## src/rtl/sync_bidir_fifo.sv

```systemverilog
// sync_bidir_fifo
// Single-clock FIFO shared by two ports, A and B, that take turns on a
// half-duplex channel. One port writes and the other reads. The direction
// is changed at runtime with a request/acknowledge handshake. Before the
// direction flips, the FIFO drains completely and both pointers return to
// zero.
//
// Ports:
//   clk, rst_n          single rising-edge clock; synchronous active-low reset
//   a_winc/a_wdata      port A write strobe / data (used while dir=1)
//   a_rinc/a_rdata      port A read strobe / data (used while dir=0)
//   a_full/a_afull      port A writer flags (held at 1 while A is the reader)
//   a_empty/a_aempty    port A reader flags (held at 1 while A is the writer)
//   b_*                 mirror of the A port, active in the opposite direction
//   dir_req_valid       direction-change request strobe
//   dir_req             requested direction (1 = A->B, 0 = B->A)
//   dir_ack             one-cycle pulse once the requested direction is active
//   dir                 current direction, same encoding as dir_req
//   count               current occupancy, 0..DEPTH
module sync_bidir_fifo #(
   parameter int    DSIZE       = 8,
   parameter int    ASIZE       = 4,
   parameter int    AFULL_GAP   = 1,
   parameter int    AEMPTY_GAP  = 1,
   parameter string FALLTHROUGH = "TRUE"
) (
   input  logic             clk,
   input  logic             rst_n,
   input  logic             a_winc,
   input  logic [DSIZE-1:0] a_wdata,
   input  logic             a_rinc,
   output logic [DSIZE-1:0] a_rdata,
   output logic             a_full,
   output logic             a_afull,
   output logic             a_empty,
   output logic             a_aempty,
   input  logic             b_winc,
   input  logic [DSIZE-1:0] b_wdata,
   input  logic             b_rinc,
   output logic [DSIZE-1:0] b_rdata,
   output logic             b_full,
   output logic             b_afull,
   output logic             b_empty,
   output logic             b_aempty,
   input  logic             dir_req_valid,
   input  logic             dir_req,
   output logic             dir_ack,
   output logic             dir,
   output logic [ASIZE:0]   count
);

   localparam int             DEPTH      = 1 << ASIZE;
   localparam logic [ASIZE:0] DEPTH_LVL  = (ASIZE+1)'(DEPTH);
   localparam logic [ASIZE:0] AFULL_LVL  = (ASIZE+1)'(DEPTH - AFULL_GAP);
   localparam logic [ASIZE:0] AEMPTY_LVL = (ASIZE+1)'(AEMPTY_GAP);
   localparam bit             FWFT       = (FALLTHROUGH == "TRUE");

   localparam logic [1:0] RUN_A2B  = 2'd0;
   localparam logic [1:0] TURN_B2A = 2'd1;
   localparam logic [1:0] RUN_B2A  = 2'd2;
   localparam logic [1:0] TURN_A2B = 2'd3;

   logic [1:0]       state_q,   state_d;
   logic [ASIZE:0]   count_q,   count_d;
   logic [ASIZE-1:0] wptr_q,    wptr_d;
   logic [ASIZE-1:0] rptr_q,    rptr_d;
   logic             dir_ack_q, dir_ack_d;
   logic [DSIZE-1:0] rdata_q,   rdata_d;
   logic [DSIZE-1:0] mem_q [DEPTH];

   logic             dir_s;
   logic             turning_s;
   logic             w_full_s, w_afull_s, r_empty_s, r_aempty_s;
   logic             w_inc_s, r_inc_s, wr_en_s, rd_en_s;
   logic [DSIZE-1:0] w_data_s, rd_word_s, rdata_out_s;

   // A TURN state still reports the old direction until the drain completes.
   assign dir_s     = (state_q == RUN_A2B) || (state_q == TURN_B2A);
   assign turning_s = (state_q == TURN_B2A) || (state_q == TURN_A2B);

   // Flags come only from registered state, so a read on the same cycle
   // cannot free a slot for a write while the FIFO is full.
   assign w_full_s   = (count_q == DEPTH_LVL) || turning_s;
   assign w_afull_s  = (count_q >= AFULL_LVL) || turning_s;
   assign r_empty_s  = (count_q == '0);
   assign r_aempty_s = (count_q <= AEMPTY_LVL);

   assign w_inc_s  = dir_s ? a_winc  : b_winc;
   assign w_data_s = dir_s ? a_wdata : b_wdata;
   assign r_inc_s  = dir_s ? b_rinc  : a_rinc;
   assign wr_en_s  = w_inc_s && !w_full_s;
   assign rd_en_s  = r_inc_s && !r_empty_s;

   assign rd_word_s   = mem_q[rptr_q];
   assign rdata_out_s = FWFT ? rd_word_s : rdata_q;

   assign a_full   = dir_s ? w_full_s   : 1'b1;
   assign a_afull  = dir_s ? w_afull_s  : 1'b1;
   assign a_empty  = dir_s ? 1'b1       : r_empty_s;
   assign a_aempty = dir_s ? 1'b1       : r_aempty_s;
   assign b_full   = dir_s ? 1'b1       : w_full_s;
   assign b_afull  = dir_s ? 1'b1       : w_afull_s;
   assign b_empty  = dir_s ? r_empty_s  : 1'b1;
   assign b_aempty = dir_s ? r_aempty_s : 1'b1;
   assign a_rdata  = dir_s ? '0 : rdata_out_s;
   assign b_rdata  = dir_s ? rdata_out_s : '0;
   assign dir      = dir_s;
   assign dir_ack  = dir_ack_q;
   assign count    = count_q;

   // Next-state logic: pointers, occupancy, read register and direction FSM.
   always_comb begin
      state_d   = state_q;
      dir_ack_d = 1'b0;
      wptr_d    = wr_en_s ? (wptr_q + ASIZE'(1)) : wptr_q;
      rptr_d    = rd_en_s ? (rptr_q + ASIZE'(1)) : rptr_q;
      rdata_d   = rd_en_s ? rd_word_s : rdata_q;
      case ({wr_en_s, rd_en_s})
         2'b10:   count_d = count_q + (ASIZE+1)'(1);
         2'b01:   count_d = count_q - (ASIZE+1)'(1);
         default: count_d = count_q;
      endcase
      case (state_q)
         RUN_A2B: begin
            if (dir_req_valid) begin
               if (dir_req) begin
                  dir_ack_d = 1'b1;
               end else begin
                  state_d = TURN_B2A;
               end
            end else begin
               state_d = RUN_A2B;
            end
         end
         RUN_B2A: begin
            if (dir_req_valid) begin
               if (!dir_req) begin
                  dir_ack_d = 1'b1;
               end else begin
                  state_d = TURN_A2B;
               end
            end else begin
               state_d = RUN_B2A;
            end
         end
         TURN_B2A, TURN_A2B: begin
            // Writes are blocked here, so count==0 means the drain is done.
            if (count_q == '0) begin
               state_d   = (state_q == TURN_B2A) ? RUN_B2A : RUN_A2B;
               dir_ack_d = 1'b1;
               wptr_d    = '0;
               rptr_d    = '0;
            end else begin
               state_d = state_q;
            end
         end
         default: begin
            state_d = RUN_A2B;
         end
      endcase
   end

   // Control and status registers with synchronous active-low reset.
   always_ff @(posedge clk) begin
      if (!rst_n) begin
         state_q   <= RUN_A2B;
         count_q   <= '0;
         wptr_q    <= '0;
         rptr_q    <= '0;
         dir_ack_q <= 1'b0;
         rdata_q   <= '0;
      end else begin
         state_q   <= state_d;
         count_q   <= count_d;
         wptr_q    <= wptr_d;
         rptr_q    <= rptr_d;
         dir_ack_q <= dir_ack_d;
         rdata_q   <= rdata_d;
      end
   end

   // Storage array; contents need no reset because occupancy gates every read.
   always_ff @(posedge clk) begin
      if (wr_en_s) begin
         mem_q[wptr_q] <= w_data_s;
      end
   end

endmodule

```

## config.mk

```make
export PLATFORM = sky130hd
export DESIGN_NAME = sync_bidir_fifo
export DESIGN_NICKNAME = d
export VERILOG_FILES = /design/src/rtl/sync_bidir_fifo.sv
export SDC_FILE = /design/constraint.sdc
export NUM_CORES = 1
export LEC_CHECK = 0
export CAP_MARGIN = 20
export CORE_ASPECT_RATIO = 0.9
export CORE_UTILIZATION = 33
export CTS_CLUSTER_DIAMETER = 150
export CTS_CLUSTER_SIZE = 24
export DETAILED_ROUTE_END_ITERATION = 8
export SYNTH_ARGS = -nofsm -noshare
export SYNTH_HDL_FRONTEND = slang
export SYNTH_SLANG_ARGS = --single-unit
```

## constraint.sdc

```tcl
create_clock -name clk -period 3.9 [get_ports clk]
set_input_delay 0.78 -clock clk [delete_from_list [all_inputs] [get_ports clk]]
set_output_delay 0.78 -clock clk [all_outputs]
set_load 0.05 [all_outputs]
```

# --- After elaboration in Yosys (flattened, before gate mapping) ---
# Memories as Yosys holds them, arrays and structs flattened. A register that Yosys moved wholly into a read port is not among the register bits.
# Cells that the tools add are included.
word_totals:
  wordCells: 70
  mem_count: 1
  reg_bits: 16
  ramBits: 128
memory_table:
  columns: ["memory", "depth", "word_bits", "read_ports", "rd_clocked_by_memory_dff", "wr", "line", "source"]
  rows:
  - ["mem_q", 16, 8, 1, 1, 1, "69", "logic [DSIZE-1:0] mem_q [DEPTH];"]
classes:
  n_reduce_logical: 13
  n_addsub: 4
  n_mux: 36
  magnitude_cmp: 2
  eq_ne: 9
op_table:
  columns: ["operator", "count"]
  rows:
  - ["2-to-1 mux 4 bit", 7]
  - ["2-to-1 mux 8 bit", 3]
  - ["2-to-1 mux 1 bit", 17]
  - ["2-to-1 mux 2 bit", 6]
  - ["one-hot mux 5 bit (2 select lines)", 1]
  - ["adder 4 x 1 -> 4 bit (second input constant)", 2]
  - ["== test 2 bit (second input constant)", 3]
  - ["!= test 3 bit (second input constant)", 2]
  - ["one-hot mux 2 bit (3 select lines)", 1]
  - ["adder 5 x 1 -> 5 bit (second input constant)", 1]
  - ["== test 5 bit (second input constant)", 1]
  - [">= comparator 5 x 4 -> 1 bit (second input constant)", 1]
  - ["<= comparator 5 x 1 -> 1 bit (second input constant)", 1]
  - ["zero test 5 bit", 1]
  - ["subtractor 5 x 1 -> 5 bit (second input constant)", 1]
  - ["== test 2 x 1 -> 1 bit (second input constant)", 2]
  - ["logical OR 1 bit", 4]
  - ["one-hot mux 1 bit (3 select lines)", 1]
  - ["AND reduction 3 bit", 1]
  - ["logical AND 1 bit", 2]
  - ["zero test 1 bit", 2]
  - ["zero test 2 bit", 1]
  - ["!= test 2 bit (second input constant)", 1]
  - ["nonzero test 2 bit", 1]
  - ["OR reduction 2 bit", 1]

# --- Longest topological paths before layout ---
# Gate-level depths: netlist of run 1.
logic_depth:
  depth_word: 8
  depth_mapped: 12
  depth_no_buf: 10

# --- Worst setup path before layout of run 1 ---
# OpenSTA, ideal clock, no wires.
synth_path:
  path_type: "register to register"
  startpoint: "register count_q[0], in the netlist count[0]"
  endpoint: "memory mem_q[3][0], enable pin"
  arrival_ns: 2.618
  path_stages_with_launch: 7
  n_path_buf: 0
  slack_ns: 0.887
  t_required_ns: 3.505
  path_cell_list: "dfxtp_1 inv_1 ha_1 and4bb_2 a211oi_4 inv_2 nor4_1"
synth_via:
  elab_chain_len: 6
synth_rtl:
  columns: ["element", "line", "source"]
  rows:
  - ["start, declared", "64", "logic [ASIZE:0] count_q, count_d;"]
  - ["start signal, assigned", "174", "count_q <= count_d;"]
  - ["== test 5 bit", "83", "assign w_full_s = (count_q == DEPTH_LVL) || turning_s;"]
  - ["logical OR 1 bit", "83", null]
  - ["zero test 1 bit", "91", "assign wr_en_s = w_inc_s && !w_full_s;"]
  - ["logical AND 1 bit", "91", null]
  - ["2-to-1 mux 1 bit", "184", "if (wr_en_s) begin"]
  - ["2-to-1 mux 1 bit (implied by the code)", "185", "mem_q[wptr_q] <= w_data_s;"]
  - ["end, declared", "69", null]
# No other way between the ends.

==> results of run 1 <==
[worst max path at each step]
| stage | slack (ns) | end | cells after the start | from |
|---|---|---|---|---|
| after floorplan | 0.89 | mem_q[3][0] | 6 | count[0] |
| after global placement | 0.58 | count[3] | 8 | a_rinc |
| after detailed placement | 0.55 | count[3] | 8 | a_rinc |
| after CTS | 0.30 | a_rdata[0] | 6 | rptr_q[0] |
| after global routing | 0.18 | a_rdata[7] | 6 | rptr_q[0] |
| final | 0.37 | a_rdata[7] | 6 | rptr_q[0] |
[stage by stage]
stage                     std cells  area [sq um]
after floorplan                 431          6390
after global placement          723          7320
after detailed placement        723          7320
after CTS                       755          8000
after global routing            755          8000
final                           755          8000
[power breakdown]
group | total, uW | internal (uW) | switching [uW] | leakage [uW]
Sequential | 2140 | 2050 | 85.7 | 0.00129
Clock | 1770 | 1170 | 602 | 0.000340
Combinational | 2870 | 999 | 1870 | 0.00109
Total | 6780 | 4220 | 2560 | 0.00272
[cell type report]
class                           instances  area share, %
Sequential cell                       144           52.1
Multi-Input combinational cell        246           25.2
Timing Repair Buffer                   74           9.73
Clock buffer                           28           7.91
Tap cell                              245           3.83
Inverter                               14          0.657
Clock inverter                          4          0.610
[kinds of logic after synthesis]
group,count (synthesis),share of synthesized area [%]
adders and majority gates,15,2.94
DFF,144,65.2
AOI/OAI and AO/OA,48,6.21
xor gates and xnor gates,8,1.10
and+or+nand+nor,122,9.81
muxes,53,11.5
buffers and inverters,41,3.29
[state kept, by name, summed over array words and instances, names as in the netlist]
signal   flops
wptr_q       4
dir_ack      1
rptr_q       4
mem_q      128
count        5
state_q      2
[layer usage]
metal,global-route usage [%],wire (um),vias up
li1,-,-,1770
met2,22.9,6740,64
met4,5.96,166,0
met1,19.9,6530,1887
met5,0,0,-
met3,4.15,542,11
[layout by cell type (no fill, tap or decap), drive strengths merged, types with 2 or more instances in the layout]
cell type	netlist	final
nand3	4	4
xnor2	6	6
or2	17	17
nor2	31	31
buf	13	40
or3b	3	3
mux4	16	16
clkinv	0	3
a22oi	9	9
nor4	9	9
a21oi	4	4
nor3	2	2
a211oi	3	3
nand2	34	34
or3	2	2
o21ai	8	8
a32oi	8	8
and2	9	9
xor2	2	2
mux2i	36	36
clkdlybuf4s50	0	34
clkbuf	14	28
nor2b	2	2
inv	14	14
ha	15	15
and3	2	2
edfxtp	128	128
a221oi	8	8
dfxtp	16	16
a21boi	2	2
or4b	2	2
[worst max-delay path: cells and delay by family (launching register included)]
kind	cells	cell delay, ns
simple gates	1	0.13
compound gates	2	0.55
flops	1	0.58
buf+inv	2	0.77
mux	1	0.26
==> report_table.html, run 1 <==
<table>
<tr><th>Metric</th><th>Value</th></tr>
<tr><th colspan="2">Yosys</th></tr>
<tr><td>Prevailing post-synth register cell</td><td>edfxtp_1</td></tr>
<tr><td>Synth Register Bits</td><td>~140</td></tr>
<tr><td>Count of yosys warnings during synthesis</td><td>0</td></tr>
<tr><td>Cell types with the highest counts after synthesis</td><td>edfxtp_1 (128), mux2i_1 (36), nand2_1 (34)</td></tr>
<tr><td>Count of flip-flops with a built-in enable after synthesis</td><td>128</td></tr>
<tr><td>Synthesized cell area</td><td>0.00639 sq mm</td></tr>
<tr><td>Cell type with the highest aggregate area in the netlist</td><td>edfxtp_1</td></tr>
<tr><td>Syn avg cell area</td><td>14.8 sq um</td></tr>
<tr><td>Top cell type's share of synthesized area</td><td>60.1%</td></tr>
<tr><td>Sequential-to-total area share from yosys stat</td><td>roughly two thirds</td></tr>
<tr><td>Cell types occupying the most area after synthesis</td><td>edfxtp_1 (60%), mux2i_1 (5.6%), mux4_2 (5.3%)</td></tr>
<tr><td>Number of distinct standard cells referenced by the synthesized netlist</td><td>56</td></tr>
<tr><td>Post-synthesis async set-or-reset flop share</td><td>0%</td></tr>
<tr><td>Post-synthesis instance total</td><td>431</td></tr>
<tr><td>Number of nets in the synthesized netlist</td><td>470</td></tr>
<tr><td>Most used standard cell by instance count after synthesis</td><td>edfxtp_1</td></tr>
<tr><th colspan="2">Detailed routing</th></tr>
<tr><td>Total DRC errors in the routed layout</td><td>0</td></tr>
<tr><td>Routed wire length</td><td>roughly 14000 um</td></tr>
<tr><td>Via count</td><td>3732</td></tr>
<tr><td>ANT nets after route</td><td>0</td></tr>
<tr><td>Drt first pass iters</td><td>4</td></tr>
<tr><td>Vias/cell</td><td>4.94</td></tr>
<tr><td>1st-iter DRT viols</td><td>261</td></tr>
<tr><td>Average wire per cell in the routed design</td><td>18.5 um</td></tr>
<tr><th colspan="2">Placement</th></tr>
<tr><td>Worst slack at placement</td><td>0.554 ns</td></tr>
<tr><td>Placer's final routability congestion estimate</td><td>0.781</td></tr>
<tr><td>Half-perimeter wire length after placement</td><td>approximately 9600 um</td></tr>
<tr><td>IO Port Bufs</td><td>54</td></tr>
<tr><th colspan="2">Global route</th></tr>
<tr><td>Overall track demand over capacity in global routing</td><td>14.9%</td></tr>
<tr><td>First-pass GRT wire length</td><td>21500 um</td></tr>
<tr><td>Number of antenna violations at the first check in global routing</td><td>0</td></tr>
<tr><td>Remaining Overflow, GRT</td><td>0</td></tr>
<tr><td>Vias in the first global route</td><td>3724</td></tr>
<tr><td>Maximum number of pins on one net before global-route repair</td><td>36</td></tr>
<tr><th colspan="2">Clock network</th></tr>
<tr><td>CTS Root Cell</td><td>clkbuf_16</td></tr>
<tr><td># hold bufs at CTS</td><td>0</td></tr>
<tr><td>Inserted Clock Buffers</td><td>17</td></tr>
<tr><td>Clock sinks</td><td>about 140</td></tr>
<tr><td>CTS H-tree depth</td><td>4</td></tr>
<tr><td>Insertion delay to the later sink of the worst-skew pair</td><td>0.42 ns</td></tr>
<tr><td>Longest Clk Path Bufs</td><td>2</td></tr>
<tr><td>Number of buffers added for setup after CTS</td><td>0</td></tr>
<tr><td>Clock Pin Slew Worst Setup and Hold Paths</td><td>0.06 ns</td></tr>
<tr><td>CTS tree</td><td>yes</td></tr>
<tr><td>Resize count post-CTS</td><td>0</td></tr>
<tr><th colspan="2">Floorplan</th></tr>
<tr><td>Number of I/O pins</td><td>between 50 and 60</td></tr>
<tr><td>Height of the die</td><td>~130 um</td></tr>
<tr><td>Area of the die</td><td>0.0199 sq mm</td></tr>
<tr><td>Die Width</td><td>around 150 um</td></tr>
<tr><td>Initial core utilization</td><td>34.2%</td></tr>
<tr><td>Core Rows</td><td>47</td></tr>
<tr><td>Placeable core region</td><td>0.0187 sq mm</td></tr>
<tr><th colspan="2">Timing</th></tr>
<tr><td>Clock Skew</td><td>between 0.006 and 0.007 ns</td></tr>
<tr><td>Worst hold-check slack</td><td>0.573 ns</td></tr>
<tr><td>Unrepaired setup endpoints after global routing</td><td>no</td></tr>
<tr><td>Final WS setup</td><td>about 0.37 ns</td></tr>
<tr><td>Period Utilization, post-route</td><td>90.6%</td></tr>
<tr><td>Number of max-slew violations in the final report</td><td>0</td></tr>
<tr><td>Max Fclk</td><td>0.283 GHz</td></tr>
<tr><td>Final Hold Fails</td><td>0</td></tr>
<tr><td>Worst-Margin Slew</td><td>0.907 ns</td></tr>
<tr><td>Total Neg Setup Slack</td><td>0 ns</td></tr>
<tr><td>Relative max-transition margin</td><td>38.7%</td></tr>
<tr><td>Minimum period implied by the final worst setup slack</td><td>3.53 ns</td></tr>
<tr><td>Final setup vio count</td><td>0</td></tr>
<tr><th colspan="2">Pwr</th></tr>
<tr><td>IR drop worst, VDD</td><td>0.000435 V</td></tr>
<tr><td>Overall Power</td><td>6780 uW</td></tr>
<tr><td>Cell Pwr Density</td><td>847 mW/mm^2</td></tr>
<tr><td>Static leakage</td><td>0.00272 uW</td></tr>
<tr><th colspan="2">Cells and area</th></tr>
<tr><td>Post-layout util</td><td>42.8%</td></tr>
<tr><td>Multi-input combinational cell area</td><td>0.00202 sq mm</td></tr>
<tr><td>Share of layout cells above drive strength 1</td><td>20.8%</td></tr>
<tr><td>Final net count</td><td>536</td></tr>
<tr><td>Number of fill cells</td><td>1690</td></tr>
<tr><td>Area growth from synthesis to layout</td><td>25.2%</td></tr>
<tr><td>Register area</td><td>around 0.0042 sq mm</td></tr>
<tr><td>Antenna Cells</td><td>0</td></tr>
<tr><th colspan="2">Run</th></tr>
<tr><td>Number of max-cap violations</td><td>0</td></tr>
<tr><th colspan="2">Critical path</th></tr>
<tr><td>Depth of the worst register-to-register path</td><td>10</td></tr>
<tr><td>Type of the setup path with the least slack</td><td>flop to primary output</td></tr>
<tr><td>Kind of end point of the critical path</td><td>primary output</td></tr>
<tr><td>Worst path slowest cell</td><td>dfxtp_2</td></tr>
<tr><td>Critical path startpoint category</td><td>flop</td></tr>
<tr><td>Longest individual stage delay on the worst path</td><td>0.58 ns</td></tr>
<tr><td>RR Endpoint</td><td>count[3]</td></tr>
<tr><td>Critical path peak fanout</td><td>35</td></tr>
<tr><td>Critical Path, Cell by Cell</td><td>buf_4 &gt; mux2i_1 &gt; a22oi_1 &gt; a32oi_1 &gt; nor2_1 &gt; buf_12</td></tr>
<tr><td>Arrival time reported for the critical path endpoint</td><td>2.75 ns</td></tr>
<tr><td>CP Data Required Time</td><td>roughly 3.1 ns</td></tr>
<tr><td>Flop-to-flop setup slack</td><td>roughly 0.85 ns</td></tr>
<tr><td>Startpoint of the worst register-to-register path</td><td>state_q[0]</td></tr>
<tr><th colspan="2">Min path</th></tr>
<tr><td>Hold path endpoint</td><td>wptr_q[1]</td></tr>
<tr><td>Hold Path Class</td><td>flop to flop</td></tr>
<tr><td>Number of cells on the worst hold path</td><td>2</td></tr>
<tr><td>Source of the worst hold timing path</td><td>wptr_q[1]</td></tr>
<tr><th colspan="2">Outcome</th></tr>
<tr><td>Outcome</td><td>finished, final reports clean</td></tr>
</table>
No activity file was read; power rests on OpenSTA's default activity.
==> inputs of run 2 (changes only) <==
--- a/config.mk
+++ b/config.mk
@@ -11,6 +11,8 @@
 export CTS_CLUSTER_DIAMETER = 150
 export CTS_CLUSTER_SIZE = 24
 export DETAILED_ROUTE_END_ITERATION = 8
+export PLACE_DENSITY = 0.5
+export SKIP_CTS_REPAIR_TIMING = 1
 export SYNTH_ARGS = -nofsm -noshare
 export SYNTH_HDL_FRONTEND = slang
 export SYNTH_SLANG_ARGS = --single-unit
==> constraint.sdc (replaced) <==
create_clock -name clk -period 3.9 [get_ports clk]
set_input_delay 0.585 -clock clk [delete_from_list [all_inputs] [get_ports clk]]
set_output_delay 0.585 -clock clk [all_outputs]
set_load 0.05 [all_outputs]
==> run 2 against run 1 <==
Against the previous run:
- setup slack got worse by 0.21 ns
- combinational power rose by 1%
- worst hold slack worse by 0.0079 ns
- clock skew is 0.0026 ns higher
- sequential power barely moved
- register-to-register slack got worse by 0.03 ns
- final cell count is the same
- critical path type unchanged
==> report_table.html, run 2 (synthesized netlist as in run 1, its figures left out) <==
<table>
<tr><th>Metric</th><th>Value</th></tr>
<tr><th colspan="2">Timing</th></tr>
<tr><td>Final setup vio count</td><td>0 (unchanged)</td></tr>
<tr><td>Period Utilization, post-route</td><td>96.0% (+5.4 points)</td></tr>
<tr><td>Total Neg Setup Slack</td><td>0 ns (unchanged)</td></tr>
<tr><td>Max Fclk</td><td>0.267 GHz (-5.6%)</td></tr>
<tr><td>Number of max-slew violations in the final report</td><td>0 (unchanged)</td></tr>
<tr><td>Unrepaired setup endpoints after global routing</td><td>no</td></tr>
<tr><td>Worst hold-check slack</td><td>0.565 ns (-0.00793 ns)</td></tr>
<tr><td>Relative max-transition margin</td><td>35.9% (-2.8 points)</td></tr>
<tr><td>Worst-Margin Slew</td><td>0.948 ns (+0.0411 ns)</td></tr>
<tr><td>Final Hold Fails</td><td>0 (unchanged)</td></tr>
<tr><td>Minimum period implied by the final worst setup slack</td><td>3.74 ns (+0.211 ns)</td></tr>
<tr><td>Clock Skew</td><td>0.00922 ns (+0.00260 ns)</td></tr>
<tr><th colspan="2">Pwr</th></tr>
<tr><td>Cell Pwr Density</td><td>861 mW/mm^2 (+1.6%)</td></tr>
<tr><td>IR drop worst, VDD</td><td>0.000339 V (-22%)</td></tr>
<tr><td>Static leakage</td><td>0.00271 uW (-0.20%)</td></tr>
<tr><th colspan="2">Floorplan</th></tr>
<tr><td>Die Width</td><td>149 um (unchanged)</td></tr>
<tr><td>Height of the die</td><td>134 um (unchanged)</td></tr>
<tr><td>Initial core utilization</td><td>34.2% (unchanged)</td></tr>
<tr><td>Number of I/O pins</td><td>55 (unchanged)</td></tr>
<tr><td>Area of the die</td><td>0.0199 sq mm (unchanged)</td></tr>
<tr><td>Placeable core region</td><td>0.0187 sq mm (unchanged)</td></tr>
<tr><td>Core Rows</td><td>47 (unchanged)</td></tr>
<tr><th colspan="2">Cells and area</th></tr>
<tr><td>Largest Register</td><td>mem_q</td></tr>
<tr><td>Number of fill cells</td><td>1671 (-1.1%)</td></tr>
<tr><td>Max reg flops</td><td>128 (unchanged)</td></tr>
<tr><td>Multi-input combinational cell area</td><td>0.00204 sq mm (+1.2%)</td></tr>
<tr><td>Area growth from synthesis to layout</td><td>26.4%</td></tr>
<tr><td>Final net count</td><td>535 (-0.19%)</td></tr>
<tr><td>Commonest cells after routing, fill and taps aside</td><td>edfxtp_1 (128), clkdlybuf4s50_1 (42), mux2i_1 (36)</td></tr>
<tr><td>Register area</td><td>0.00417 sq mm (unchanged)</td></tr>
<tr><td>Share of layout cells above drive strength 1</td><td>19.8% (-0.94 points)</td></tr>
<tr><td>Most common cell after layout, fill and taps aside</td><td>edfxtp_1</td></tr>
<tr><th colspan="2">Clock network</th></tr>
<tr><td>Longest Clk Path Bufs</td><td>2 (unchanged)</td></tr>
<tr><td>Inserted Clock Buffers</td><td>17 (unchanged)</td></tr>
<tr><td>CTS H-tree depth</td><td>4 (unchanged)</td></tr>
<tr><td>Insertion delay to the later sink of the worst-skew pair</td><td>0.42 ns (about the same)</td></tr>
<tr><td>CTS Root Cell</td><td>clkbuf_16</td></tr>
<tr><td>Clock Pin Slew Worst Setup and Hold Paths</td><td>0.06 ns (about the same)</td></tr>
<tr><td>Clock sinks</td><td>144 (unchanged)</td></tr>
<tr><td>CTS tree</td><td>yes</td></tr>
<tr><th colspan="2">Global route</th></tr>
<tr><td>Number of antenna violations at the first check in global routing</td><td>0 (unchanged)</td></tr>
<tr><td>Overall track demand over capacity in global routing</td><td>15.2% (+0.31 points)</td></tr>
<tr><td>Vias in the first global route</td><td>3642 (-2.2%)</td></tr>
<tr><td>First-pass GRT wire length</td><td>21900 um (+1.9%)</td></tr>
<tr><td>Remaining Overflow, GRT</td><td>0 (unchanged)</td></tr>
<tr><td>Maximum number of pins on one net before global-route repair</td><td>30 (-17%)</td></tr>
<tr><th colspan="2">Detailed routing</th></tr>
<tr><td>Total DRC errors in the routed layout</td><td>0 (unchanged)</td></tr>
<tr><td>ANT nets after route</td><td>0 (unchanged)</td></tr>
<tr><td>Via count</td><td>3719 (-0.35%)</td></tr>
<tr><td>1st-iter DRT viols</td><td>242 (-7.3%)</td></tr>
<tr><td>Routed wire length</td><td>14200 um (+1.9%)</td></tr>
<tr><td>Vias/cell</td><td>4.93 (-0.35%)</td></tr>
<tr><td>Average wire per cell in the routed design</td><td>18.9 um (+1.9%)</td></tr>
<tr><td>Drt first pass iters</td><td>4 (unchanged)</td></tr>
<tr><th colspan="2">Critical path</th></tr>
<tr><td>Worst path slowest cell</td><td>clkdlybuf4s50_1</td></tr>
<tr><td>Launch point of the critical path</td><td>rptr_q[0]</td></tr>
<tr><td>Arrival time reported for the critical path endpoint</td><td>3.16 ns (+0.41 ns)</td></tr>
<tr><td>Cell class contributing the biggest share of worst-path delay</td><td>buffers and inverters</td></tr>
<tr><td>Startpoint of the worst register-to-register path</td><td>state_q[0]</td></tr>
<tr><td>Critical path peak fanout</td><td>15 (-57%)</td></tr>
<tr><td>Critical Path, Cell by Cell</td><td>buf_12 &gt; mux4_2 &gt; or2_2 &gt; a32oi_1 &gt; nor2_1 &gt; clkdlybuf4s50_1</td></tr>
<tr><td>Longest individual stage delay on the worst path</td><td>0.71 ns (+0.13 ns)</td></tr>
<tr><td>Crit path buffers/inverters</td><td>2 (unchanged)</td></tr>
<tr><td>Type of the setup path with the least slack</td><td>flop to primary output</td></tr>
<tr><td>Kind of end point of the critical path</td><td>primary output</td></tr>
<tr><td>CP Data Required Time</td><td>3.31 ns (+0.19 ns)</td></tr>
<tr><td>Critical path startpoint category</td><td>flop</td></tr>
<tr><th colspan="2">Run</th></tr>
<tr><td>Number of max-cap violations</td><td>0 (unchanged)</td></tr>
<tr><th colspan="2">Placement</th></tr>
<tr><td>IO Port Bufs</td><td>54 (unchanged)</td></tr>
<tr><td>Placer's final routability congestion estimate</td><td>0.770 (-1.4%)</td></tr>
<tr><td>Half-perimeter wire length after placement</td><td>10000 um (+4.3%)</td></tr>
<tr><th colspan="2">Min path</th></tr>
<tr><td>Hold Path Class</td><td>flop to flop</td></tr>
<tr><td>Source of the worst hold timing path</td><td>state_q[0]</td></tr>
<tr><th colspan="2">Outcome</th></tr>
<tr><td>Outcome</td><td>finished, final reports clean</td></tr>
</table>
-- run 2: cell count changes in the layout (fill, tap and decap cells not counted), moves of 2 or more --
cell,delta
buf_4,-11
bufinv_16,+6
clkbuf_16,-5
clkbuf_8,-6
clkdlybuf4s50_1,+8
clkinv_4,+2
inv_6,+3
nor4_1,-4
nor4_2,+4
-- run 2: metrics by stage --
step | total power, uW | utilization [%] | cells | setup slack, ns | area [sq um]
after CTS | 7040 | 43.2 | 754 | 0.121 | 8070
after global placement | 5070 | 39.4 | 722 | 0.602 | 7370
after floorplan | 4010 | - | 431 | 0.887 | 6390
after detailed placement | 5120 | 39.4 | 722 | 0.572 | 7370
final | 6960 | 43.2 | 755 | 0.156 | 8080
after global routing | 7270 | 43.2 | 754 | 0.00203 | 8080
-- run 2: path summary, 6_finish.rpt --
| path | cells after the start | end | slack [ns] |
|---|---|---|---|
| worst max-delay path | 6 | b_rdata[1] | 0.16 |
| worst min-delay path | 1 | state_q[0] | 0.57 |
| worst max register to register | 10 | count[3] | 0.82 |
| worst min register to register | 1 | state_q[0] | 0.57 |
-- run 2: power breakdown --
part / switching [uW] / total (uW) / internal, uW
combinational: 1890 / 2910 / 1020
clock: 636 / 1910 / 1280
sequential: 85.2 / 2140 / 2050
-- run 2: cell type report --
class                           count  area share, %
Antenna cell                        1         0.0310
Timing Repair Buffer               73           9.99
Sequential cell                   144           51.5
Clock buffer                       17           5.26
Inverter                           14          0.650
Clock inverter                     15           3.45
Multi-Input combinational cell    246           25.3
Tap cell                          245           3.79
-- run 2: layer usage --
metal	vias to the layer above	GRT usage [%]	wire length, um
met4	0	4.87	160
met3	12	3.81	569
met2	58	22.7	6470
met1	1884	21.7	7030
met5	-	0	0
li1	1765	-	-
==> inputs of run 3 (changes only) <==
--- a/config.mk
+++ b/config.mk
@@ -5,8 +5,9 @@
 export SDC_FILE = /design/constraint.sdc
 export NUM_CORES = 1
 export LEC_CHECK = 0
+export ABC_CLOCK_PERIOD_IN_PS = 3900
 export CAP_MARGIN = 20
-export CORE_ASPECT_RATIO = 0.9
+export CORE_ASPECT_RATIO = 2
 export CORE_UTILIZATION = 33
 export CTS_CLUSTER_DIAMETER = 150
 export CTS_CLUSTER_SIZE = 24
==> run 3 against run 2 <==
Against the previous run:
- sequential power about the same
- critical endpoint is now b_rdata[2]
- critical path type unchanged
- sequential share of layout area up 0.61 points
- first-iteration DRC count down 47%
- clock skew up 0.0015 ns
- design area down 1.2%
- final cell count up 1.3%
- total power down 3.4%
- largest power group unchanged
- clock power down 12%
- clock-buffer cell count up 2
- global-route usage up 1.4 points
==> report_table.html, run 3 (synthesized netlist as in run 1, its figures left out) <==
<table>
<tr><th>Metric</th><th>Value</th></tr>
<tr><th colspan="2">Outcome</th></tr>
<tr><td>Outcome</td><td>finished, final reports clean</td></tr>
<tr><th colspan="2">Global route</th></tr>
<tr><td>Number of antenna violations at the first check in global routing</td><td>0 (unchanged)</td></tr>
<tr><td>Overall track demand over capacity in global routing</td><td>16.6% (+1.4 points)</td></tr>
<tr><td>First-pass GRT wire length</td><td>23400 um (+6.9%)</td></tr>
<tr><td>Remaining Overflow, GRT</td><td>0 (unchanged)</td></tr>
<tr><td>Maximum number of pins on one net before global-route repair</td><td>27 (-10%)</td></tr>
<tr><td>Vias in the first global route</td><td>3940 (+8.2%)</td></tr>
<tr><th colspan="2">Critical path</th></tr>
<tr><td>Critical path startpoint category</td><td>flop</td></tr>
<tr><td>Kind of end point of the critical path</td><td>primary output</td></tr>
<tr><td>Critical Path, Cell by Cell</td><td>buf_12 &gt; mux4_2 &gt; or2_1 &gt; a32oi_1 &gt; nor2_1 &gt; clkdlybuf4s50_1</td></tr>
<tr><td>Worst path slowest cell</td><td>clkdlybuf4s50_1</td></tr>
<tr><td>CP Data Required Time</td><td>3.31 ns (about the same)</td></tr>
<tr><td>Type of the setup path with the least slack</td><td>flop to primary output</td></tr>
<tr><td>Longest individual stage delay on the worst path</td><td>0.71 ns (about the same)</td></tr>
<tr><td>Arrival time reported for the critical path endpoint</td><td>3.12 ns (-0.04 ns)</td></tr>
<tr><td>Critical path peak fanout</td><td>26 (+11)</td></tr>
<tr><th colspan="2">Timing</th></tr>
<tr><td>Number of max-slew violations in the final report</td><td>0 (unchanged)</td></tr>
<tr><td>Minimum period implied by the final worst setup slack</td><td>3.71 ns (-0.0339 ns)</td></tr>
<tr><td>Final Hold Fails</td><td>0 (unchanged)</td></tr>
<tr><td>Unrepaired setup endpoints after global routing</td><td>no</td></tr>
<tr><td>Total Neg Setup Slack</td><td>0 ns (unchanged)</td></tr>
<tr><td>Clock Skew</td><td>0.0107 ns (+0.00151 ns)</td></tr>
<tr><td>Period Utilization, post-route</td><td>95.1% (-0.87 points)</td></tr>
<tr><td>Worst hold-check slack</td><td>0.567 ns (+0.00161 ns)</td></tr>
<tr><td>Max Fclk</td><td>0.270 GHz (+0.91%)</td></tr>
<tr><td>Worst-Margin Slew</td><td>0.849 ns (-0.0984 ns)</td></tr>
<tr><td>Relative max-transition margin</td><td>42.6% (+6.7 points)</td></tr>
<tr><td>Final setup vio count</td><td>0 (unchanged)</td></tr>
<tr><th colspan="2">Pwr</th></tr>
<tr><td>Cell Pwr Density</td><td>841 mW/mm^2 (-2.3%)</td></tr>
<tr><td>Overall Power</td><td>6720 uW (-3.4%)</td></tr>
<tr><td>Static leakage</td><td>0.00267 uW (-1.5%)</td></tr>
<tr><td>IR drop worst, VDD</td><td>0.000862 V (+150%)</td></tr>
<tr><th colspan="2">Detailed routing</th></tr>
<tr><td>Routed met1 length</td><td>5300 um (-25%)</td></tr>
<tr><td>Total DRC errors in the routed layout</td><td>0 (unchanged)</td></tr>
<tr><td>Routed wire length</td><td>15200 um (+6.9%)</td></tr>
<tr><td>Average wire per cell in the routed design</td><td>19.9 um (+5.5%)</td></tr>
<tr><td>Max Used Layer</td><td>met4</td></tr>
<tr><td>1st-iter DRT viols</td><td>128 (-47%)</td></tr>
<tr><td>ANT nets after route</td><td>0 (unchanged)</td></tr>
<tr><td>WL met2</td><td>9110 um (+41%)</td></tr>
<tr><td>Drt first pass iters</td><td>5 (+1)</td></tr>
<tr><td>Vias/cell</td><td>4.84 (-1.7%)</td></tr>
<tr><td>Via count</td><td>3706 (-0.35%)</td></tr>
<tr><td>Detailed route wirelength on metal3</td><td>466 um (-18%)</td></tr>
<tr><th colspan="2">Placement</th></tr>
<tr><td>IO Port Bufs</td><td>54 (unchanged)</td></tr>
<tr><td>Placer's final routability congestion estimate</td><td>0.749 (-2.8%)</td></tr>
<tr><td>Half-perimeter wire length after placement</td><td>11400 um (+14%)</td></tr>
<tr><td>Placed Area</td><td>0.00736 sq mm (about the same)</td></tr>
<tr><th colspan="2">Clock network</th></tr>
<tr><td>Inserted Clock Buffers</td><td>17 (unchanged)</td></tr>
<tr><td>Insertion delay to the later sink of the worst-skew pair</td><td>0.41 ns (about the same)</td></tr>
<tr><td>Clock sinks</td><td>144 (unchanged)</td></tr>
<tr><td>Clock Pin Slew Worst Setup and Hold Paths</td><td>0.06 ns (about the same)</td></tr>
<tr><td>CTS H-tree depth</td><td>4 (unchanged)</td></tr>
<tr><td>Longest Clk Path Bufs</td><td>2 (unchanged)</td></tr>
<tr><td>CTS tree</td><td>yes</td></tr>
<tr><td>CTS Root Cell</td><td>clkbuf_16</td></tr>
<tr><th colspan="2">Min path</th></tr>
<tr><td>Hold Path Class</td><td>flop to flop</td></tr>
<tr><th colspan="2">Cells and area</th></tr>
<tr><td>Number of fill cells</td><td>1721 (+3.0%)</td></tr>
<tr><td>Antenna Cells</td><td>0 (-1)</td></tr>
<tr><td>Final non-filler cell area</td><td>0.00799 sq mm (-1.2%)</td></tr>
<tr><td>Max reg flops</td><td>128 (unchanged)</td></tr>
<tr><td>Largest Register</td><td>mem_q</td></tr>
<tr><td>Share of layout cells above drive strength 1</td><td>18.8% (-1.0 points)</td></tr>
<tr><td>Area growth from synthesis to layout</td><td>24.9%</td></tr>
<tr><td>Final net count</td><td>536 (+0.19%)</td></tr>
<tr><td>Commonest cells after routing, fill and taps aside</td><td>edfxtp_1 (128), clkdlybuf4s50_1 (42), mux2i_1 (36)</td></tr>
<tr><td>Most common cell after layout, fill and taps aside</td><td>edfxtp_1</td></tr>
<tr><th colspan="2">Floorplan</th></tr>
<tr><td>Initial core utilization</td><td>33.8% (-0.40 points)</td></tr>
<tr><td>Core Rows</td><td>71 (+51%)</td></tr>
<tr><td>Die Width</td><td>100 um (-32%)</td></tr>
<tr><td>Area of the die</td><td>0.0200 sq mm (+0.16%)</td></tr>
<tr><td>Placeable core region</td><td>0.0189 sq mm (+1.2%)</td></tr>
<tr><td>Height of the die</td><td>199 um (+48%)</td></tr>
<tr><td>Number of I/O pins</td><td>55 (unchanged)</td></tr>
<tr><th colspan="2">Run</th></tr>
<tr><td>Number of max-cap violations</td><td>0 (unchanged)</td></tr>
</table>
## run 3: cell types whose count changed in the layout (fill, tap and decap cells not counted)
| cell | before | now |
|---|---|---|
| bufinv_16 | 7 | 4 |
| inv_6 | 3 | 1 |
| clkinv_2 | 1 | 3 |
| diode_2 | 1 | 0 |
| nor4_2 | 4 | 0 |
| buf_6 | 1 | 0 |
| clkinv_4 | 3 | 2 |
| buf_4 | 18 | 20 |
| clkbuf_1 | 0 | 2 |
| nor4_1 | 5 | 9 |
| clkinvlp_4 | 0 | 2 |
## run 3: stage by stage
step	worst slack, ns	cells	util (%)
3_5_place_dp	0.580	733	38.9
6_report	0.190	765	42.2
2_1_floorplan	0.887	431	-
3_3_place_gp	0.612	733	38.9
4_1_cts	0.134	765	42.2
5_1_grt	0.00381	765	42.2
## run 3: power breakdown
group          internal [uW]  total [uW]  switching, uW
Clock                   1070        1680            610
Combinational           1020        2880           1860
Sequential              2050        2150           99.1
Total                   4150        6720           2570
## run 3: final timing paths
check | from | end | slack, ns | cells after the start
worst min register to register | state_q[0] | state_q[0] | 0.57 | 1
worst min-delay path | state_q[0] | state_q[0] | 0.57 | 1
worst max-delay path | rptr_q[0] | b_rdata[2] | 0.19 | 6
worst max register to register | state_q[0] | count[3] | 0.85 | 9
## run 3: critical path: cells and delay by family (launching register included)
family | cells | cell delay (ns)
flops | 1 | 0.63
compound gates | 1 | 0.29
simple gates | 2 | 0.30
buf+inv | 2 | 0.99
mux | 1 | 0.51
## run 3: metal layers
| layer | vias up | track usage, % |
|---|---|---|
| li1 | 1765 | - |
| met1 | 1822 | 16.3 |
| met2 | 105 | 33.0 |
| met3 | 14 | 2.71 |
| met4 | 0 | 7.35 |
| met5 | - | 0 |
## run 3: cell type report
type | instances | area (sq um) | share of cell area (%)
clock buffer | 19 | 433 | 5.42
clock inverter | 13 | 188 | 2.35
inverter | 14 | 52.6 | 0.658
multi-input combinational | 246 | 2020 | 25.3
sequential | 144 | 4170 | 52.2
tap | 255 | 319 | 4.00
timing repair buffer | 74 | 811 | 10.2
